$ cat src/rtl/trace_pkg.sv
// Shared types for the trace buffer: FSM state encoding and the default
// packed vector layout (lane i lives in bits [i*DATA_WIDTH +: DATA_WIDTH]).
package trace_pkg;

  localparam int N_DEF          = 8;
  localparam int DATA_WIDTH_DEF = 32;
  localparam int DEPTH_DEF      = 16;

  typedef enum logic [1:0] {
    RECORD = 2'd0,
    FROZEN = 2'd1,
    DRAIN  = 2'd2
  } state_e;

  typedef logic [N_DEF-1:0][DATA_WIDTH_DEF-1:0] vector_t;

endpackage

$ cat src/rtl/trace_mem.sv
// Simple dual-port trace RAM: one write port, one synchronous read port.
// No reset on storage or read register so it maps onto block RAM.
module trace_mem
  import trace_pkg::*;
#(
  parameter int DEPTH = 16,
  parameter int WIDTH = 256,
  localparam int AW   = $clog2(DEPTH)
) (
  input  logic             clk,
  input  logic             i_we,
  input  logic [AW-1:0]    i_waddr,
  input  logic [WIDTH-1:0] i_wdata,
  input  logic             i_re,
  input  logic [AW-1:0]    i_raddr,
  output logic [WIDTH-1:0] o_rdata
);

  logic [WIDTH-1:0] r_mem [DEPTH];
  logic [WIDTH-1:0] r_rdata;

  always_ff @(posedge clk) begin
    if (i_we) r_mem[i_waddr] <= i_wdata;
    if (i_re) r_rdata <= r_mem[i_raddr];
  end

  assign o_rdata = r_rdata;

endmodule

$ cat src/rtl/trace_buffer.sv
// Circular trace capture behind dataPacker: record while tracing, freeze on
// request, then drain oldest-first over a valid/ready readout port.
module trace_buffer
  import trace_pkg::*;
#(
  parameter int N          = 8,
  parameter int DATA_WIDTH = 32,
  parameter int DEPTH      = 16,
  localparam int CNT_W     = $clog2(DEPTH + 1)
) (
  input  logic                         clk,
  input  logic                         rst_n,
  input  logic                         tracing,
  input  logic                         valid_in,
  input  logic [N-1:0][DATA_WIDTH-1:0] vector_in,
  input  logic                         freeze,
  input  logic                         drain_req,
  input  logic                         out_ready,
  output logic [N-1:0][DATA_WIDTH-1:0] vector_out,
  output logic                         valid_out,
  output logic                         drain_done,
  output logic [CNT_W-1:0]             occupancy,
  output logic                         wrapped,
  output logic [1:0]                   state_o
);

  localparam int PTR_W = $clog2(DEPTH);
  localparam int VEC_W = N * DATA_WIDTH;

  // Readout handshake: a beat transfers on a cycle where valid_out and
  // out_ready are both high; valid_out never drops and vector_out never
  // changes while a beat is waiting for out_ready.
  state_e             r_state;
  logic [PTR_W-1:0]   r_wr_ptr;
  logic [PTR_W-1:0]   r_rd_ptr;
  logic [CNT_W-1:0]   r_occ;
  logic [CNT_W-1:0]   r_remaining;
  logic               r_wrapped;
  logic               r_valid_out;
  logic               r_drain_done;

  logic               w_capture;
  logic               w_rd_fire;
  logic               w_accept;
  logic [VEC_W-1:0]   w_rdata;

  assign w_capture = (r_state == RECORD) & valid_in & tracing;
  assign w_accept  = r_valid_out & out_ready;
  assign w_rd_fire = (r_state == DRAIN) & (r_remaining != '0) &
                     (!r_valid_out | out_ready);

  trace_mem #(
    .DEPTH (DEPTH),
    .WIDTH (VEC_W)
  ) u_mem (
    .clk     (clk),
    .i_we    (w_capture),
    .i_waddr (r_wr_ptr),
    .i_wdata (vector_in),
    .i_re    (w_rd_fire),
    .i_raddr (r_rd_ptr),
    .o_rdata (w_rdata)
  );

  always_ff @(posedge clk or negedge rst_n) begin
    if (!rst_n) begin
      r_state      <= RECORD;
      r_wr_ptr     <= '0;
      r_rd_ptr     <= '0;
      r_occ        <= '0;
      r_remaining  <= '0;
      r_wrapped    <= 1'b0;
      r_valid_out  <= 1'b0;
      r_drain_done <= 1'b0;
    end else begin
      r_drain_done <= 1'b0;
      case (r_state)
        RECORD: begin
          if (w_capture) begin
            r_wr_ptr <= r_wr_ptr + 1'b1;
            if (r_occ == CNT_W'(DEPTH)) r_wrapped <= 1'b1;
            else                        r_occ     <= r_occ + 1'b1;
          end
          if (freeze) r_state <= FROZEN;
        end
        FROZEN: begin
          if (drain_req) begin
            if (r_occ == '0) begin
              r_drain_done <= 1'b1;
              r_state      <= RECORD;
            end else begin
              // Once wrapped, the slot about to be overwritten is the oldest.
              r_rd_ptr    <= r_wrapped ? r_wr_ptr : '0;
              r_remaining <= r_occ;
              r_state     <= DRAIN;
            end
          end
        end
        DRAIN: begin
          if (w_rd_fire) begin
            r_rd_ptr    <= r_rd_ptr + 1'b1;
            r_remaining <= r_remaining - 1'b1;
            r_valid_out <= 1'b1;
          end else if (w_accept && r_remaining == '0) begin
            r_valid_out  <= 1'b0;
            r_drain_done <= 1'b1;
            r_occ        <= '0;
            r_wr_ptr     <= '0;
            r_wrapped    <= 1'b0;
            r_state      <= RECORD;
          end
        end
        default: r_state <= RECORD;
      endcase
    end
  end

  // RAM read data is unreset, so the port shows zero whenever no beat is held.
  assign vector_out = r_valid_out ? w_rdata : '0;
  assign valid_out  = r_valid_out;
  assign drain_done = r_drain_done;
  assign occupancy  = r_occ;
  assign wrapped    = r_wrapped;
  assign state_o    = r_state;

endmodule

$ cat config.mk
export PLATFORM = sky130hd
export DESIGN_NAME = trace_buffer
export DESIGN_NICKNAME = d
export VERILOG_FILES = /design/src/rtl/trace_pkg.sv /design/src/rtl/trace_mem.sv /design/src/rtl/trace_buffer.sv
export SDC_FILE = /design/constraint.sdc
export NUM_CORES = 2
export LEC_CHECK = 0
export ABC_AREA = 0
export CORE_ASPECT_RATIO = 0.8
export CORE_MARGIN = 4
export CORE_UTILIZATION = 55
export CTS_CLUSTER_DIAMETER = 80
export DETAILED_ROUTE_END_ITERATION = 10
export GPL_TIMING_DRIVEN = 0
export PLACE_DENSITY = 0.72
export SLEW_MARGIN = 20
export SYNTH_ARGS = -nofsm -noshare
export SYNTH_HDL_FRONTEND = slang
export SYNTH_SLANG_ARGS = --single-unit
$ cat constraint.sdc
create_clock -name clk -period 13.6 [get_ports clk]
set_clock_uncertainty 0.2 [all_clocks]
set_input_delay 2.72 -clock clk [delete_from_list [all_inputs] [get_ports clk]]
set_output_delay 2.72 -clock clk [all_outputs]
set_load 0.03 [all_outputs]
Word level (Yosys, flattened, before mapping):

Memories as Yosys holds them, arrays and structs flattened. A register that Yosys moved wholly into a read port is not among the register bits.
Cells that the tools add are included.

* flip-flop bits (word level): 23
* output and inout bits: 266
* bits in writable memories: 4096
* word-level logic and storage cells: 84
* memories: 1
* input bits: 263

Memories
* u_mem.r_mem: words 16, bits a word 256, rd ports 1, clocked after memory_dff 1, wr ports 1, line trace_mem.sv:19 `logic [WIDTH-1:0] r_mem [DEPTH];`

* reductions and logical operators: 15
* eq/ne operators: 12
* muxes and demuxes: 38
* add/sub/neg operators: 4
* bitwise logic cells: 6

Operators with widths (count)
* two-way mux 256 bit: 1
* two-way mux 5 bit: 7
* two-way mux 4 bit: 7
* case mux 5 bit (2 select lines): 2
* case mux 4 bit (2 select lines): 2
* AND reduction 4 bit: 3
* two-way mux 1 bit: 11
* zero test 5 bit: 2
* two-way mux 2 bit: 5
* inequality test 2 bit (second input constant): 5
* AND reduction 5 bit: 2
* adder 4 x 1 -> 4 bit (second input constant): 2
* inequality test 2 x 1 -> 1 bit (second input constant): 4
* case mux 2 bit (3 select lines): 1
* nonzero test 2 bit: 3
* adder 5 x 1 -> 5 bit (second input constant): 1
* AND 1 bit: 5
* == test 5 bit (second input constant): 1
* nonzero test 5 bit: 1
* subtractor 5 x 1 -> 5 bit (second input constant): 1
* case mux 1 bit (2 select lines): 2
* == test 2 x 1 -> 1 bit (second input constant): 1
* == test 2 bit (second input constant): 1
* zero test 2 bit: 1
* other kinds (4): 4

Depth between registers and ports, before layout:

* depth after elaboration: 5
* gate-level depth with buffers: 8
* gate-level depth less buffers: 6

By module:

Synthesis repeated with hierarchy kept, for this count alone.

* cell total of the unflattened synthesis: 7099
* area, all modules: 164505.3 um2

By module, submodules not included
* trace_mem: seq. area each 130685.3 um2, area each 161218.4 um2, cells each 6648, instances 1
* trace_buffer: seq. area each 575.6 um2, area each 3286.9 um2, cells each 451, instances 1

Worst setup path after synthesis:

Ideal clock, no wire load.

* path type: input-to-reg
* start: input out_ready
* end: register u_mem.r_rdata[0], in the netlist u_mem.o_rdata[0], read port of u_mem.r_mem, enable pin
* arrival time: 13.377 ns
* setup time: 0.877 ns
* slack: -0.854 ns
* path buffers: 0
* data required time: 12.523 ns
* stages on the path: 2
* cell sequence: nor2b_1 > nor2_1

* word-level cells in the longest chain between the ends: 2

Ends and longest elaborated chain
* from (decl): line trace_buffer.sv:18 `input logic out_ready,`
* bitwise OR 1 bit: line trace_buffer.sv:50 `(!r_valid_out | out_ready);`
* AND 1 bit: line trace_buffer.sv:49 `assign w_rd_fire = (r_state == DRAIN) & (r_remaining != '0) &`
* net u_mem.i_re: line trace_mem.sv:14 `input logic i_re,`
* to (decl): line trace_mem.sv:20 `logic [WIDTH-1:0] r_rdata;`

The timed path passes the listed nets, and every way through them passes these cells.
A chain may end at the register's enable or synchronous reset.

==> impl_metrics.ini <==
[clock_tree]
hold_buffers = 0
cts_buffers = 417
cts_setup_buffers = 0
htree_levels = 5
clk_pin_slew_ns = 0.06
cts_resized = 0
cts_tree = built
cts_root_buffer = clkbuf_16
clk_latency_ns = 0.90
cts_buffer_depth = 4
cts_sinks = 4375

[worst_setup_path]
end_kind = primary output
path_class = reg -> out
worstPathMaxFanout = 10
cp_common_cell = clkbuf_1
cp_top_family = buffers and inverters
cp.required_ns = 10.68
arrival_ns = 4.85
path_buf_inv = 4
cp_slowest_cell = clkbuf_1
crit_chain = clkbuf_1 > clkbuf_1 > clkbuf_1 > and2_1 > clkdlybuf4s50_1
slowest_delay_ns = 0.87
start_kind = flip-flop

[global_route]
grt_usage_pct = 27.87
grt_max_degree = 38
first_global_vias = 79120
antenna_found_initial = 112
grt_overflow_total = 0
grt_pass1_wl_mm = 602.3

[timing]
rsz0062_at_grt = no
fin_setup_tns_ns = 0
slew_headroom_pct = 20.45
setup_viol = 0
fin_ws_ns = 5.827
tightest_slew_ns = 1.193
hold_viol_final = 0
min_period_ns = 7.773
fmax_mhz = 128.6
slew_violations = 0
period_share_pct = 57.16

[final_layout]
nFillCells = 18460
drive_gt1_share_pct = 26.86
register_area_um2 = 131300
syn_to_final_growth_pct = 17.10
layout.nets = 7996
final_util_pct = 64.79
multi_input_area_um2 = 31850

[placed_design]
portBuffers = 528
finalWeightedCongestion = 0.7727
dpl.hpwl_mm = 259.0
placement.setup.worst_slack_ns = 6.776

[routing]
routed-via-count = 78830
dr.pass1.iters = 5
wl_per_cell_um = 35.51
first_iter_violations = 11700
drc = 0
antenna_left = 0
drt_wl_total_mm = 429.9
vias_per_cell = 6.511

[floorplanning]
io_pins = 529
dieArea_um2 = 308300
die_h_um = 497.4
die_w_um = 619.8
start_util_pct = 55.32
rows = 179
core_region_area_um2 = 297600

[logic_synthesis]
syn-num-nets = 6889
synth_compound_area_share_pct = 0.7477
ys_ff_latch = 4375
async_flop_share_pct = 0.5257
synth_top_family_by_area = multiplexers
synthMuxAreaShare_pct = 16.99
synthFlopType = edfxtp_1
synth_edf_count = 4352
synthAdderAreaFrac_pct = 0.08358
netlist_instances = 6615
yosysUniqueCellTypes = 46
ys_seq_area_share_pct = 79.71
syn_avg_cell_area_um2 = 24.89
ys_warn_count = 0
synthXorXnorAreaFrac_pct = 0.01064
synthSimpleGateAreaFrac_pct = 1.485
synth_area_um2 = 164700

[pwr]
peakVddDrop_mv = 0.1205
powerDensity_nw_per_um2 = 196.6
p_leak_nw = 60.53

[outcome]
status = completed

[hold_path]
hp-class = reg -> reg

[flow_run]
maxCapViolCount = 0
## Yosys cell counts, drive strengths merged (3+ instances only)
library cell	number	area [um^2]
edfxtp	4352	130700
mux4	1210	27250
and2	302	1889
clkbuf	172	645.6
buf	171	909.6
a21oi	76	380.4
mux2i	72	720.7
a211oi	71	533.0
nor2b	45	281.5
dfrtp	23	575.6
inv	14	52.55
ha	11	137.6
nand2	10	37.54
o21ai	9	45.04
o31ai	9	67.56
nand3	8	40.04
nor2	8	30.03
a211o	5	43.79
a31oi	5	31.28
o2bb2ai	5	43.79
nand2b	4	25.02
nor3	4	20.02
nor4b	3	26.28
## per-stage QoR
step / instances / power, mW / hold WS, ns / area [um^2]
final: 12110 / 37.90 / 0.3201 / 192800
after detailed placement: 11280 / 26.60 / 0.3048 / 179000
after global placement: 11130 / 26.54 / 0.2939 / 174900
after CTS: 12040 / 38.13 / 0.3194 / 192700
after floorplan: 6615 / 22.68 / 0.2746 / 164700
after global routing: 12080 / 39.20 / 0.3527 / 192800
## flip-flops by register name, summed over array words and instances (netlist names)
signal	flops
u_mem.r_mem	4096
u_mem.o_rdata	256
occupancy	5
r_remaining	5
r_rd_ptr	4
r_wr_ptr	4
state_o	2
drain_done	1
valid_out	1
wrapped	1
## power breakdown
part           internal, mW  switching, mW
combinational          4.65           5.89
clock                  6.69           4.90
sequential             15.6          0.175
total                  26.9           11.0
## area by class of cell
type / instances / share of cell area, %
Clock inverter: 259 / 1.402
Inverter: 14 / 0.02725
Timing Repair Buffer: 688 / 4.828
Tap cell: 3982 / 2.584
Clock buffer: 499 / 5.670
Antenna cell: 65 / 0.08435
Multi-Input combinational cell: 1883 / 16.52
Buffer: 343 / 0.8195
Sequential cell: 4375 / 68.07
## path summary, 6_finish.rpt
path | end | slack (ns) | cells after the start | from
worst max register to register | u_mem.o_rdata[178] | 9.04 | 7 | r_rd_ptr[2]
worst min-delay path | r_remaining[0] | 0.32 | 1 | r_remaining[0]
min in group asynchronous | drain_done | 1.61 | 1 | rst_n
worst min register to register | r_remaining[0] | 0.32 | 1 | r_remaining[0]
max in group asynchronous | r_rd_ptr[1] | 11.24 | 1 | rst_n
worst max-delay path | vector_out[79] | 5.83 | 5 | valid_out
## layout by cell type, fill, tap and decap left out, types with 50 or more instances in the layout
cell / n
edfxtp_1: 4352
mux4_2: 1210
clkdlybuf4s50_1: 527
clkbuf_16: 425
and2_1: 282
clkbuf_1: 226
buf_2: 145
buf_16: 112
clkinv_2: 87
clkinv_1: 86
a21oi_1: 76
mux2i_1: 72
a211oi_1: 71
diode_2: 65
bufinv_16: 50
## kinds of logic after synthesis
group,count (synthesis)
adder cells (fa/ha/maj),11
multiplexers,1282
flip-flops,4375
buffers and inverters,357
XOR/XNOR,2
AND/OR/NAND/NOR,397
AO/OA/AOI/OAI,191
## routing by layer
layer / vias up / routed length, um / GRT usage [%]
li1: 30810 / - / -
met4: 40 / 16550 / 10.59
met2: 5042 / 207100 / 43.06
met1: 42150 / 160200 / 39.56
met5: - / 237 / 0
met3: 796 / 45850 / 6.224
Note: power is estimated with default switching activity, not from simulation.
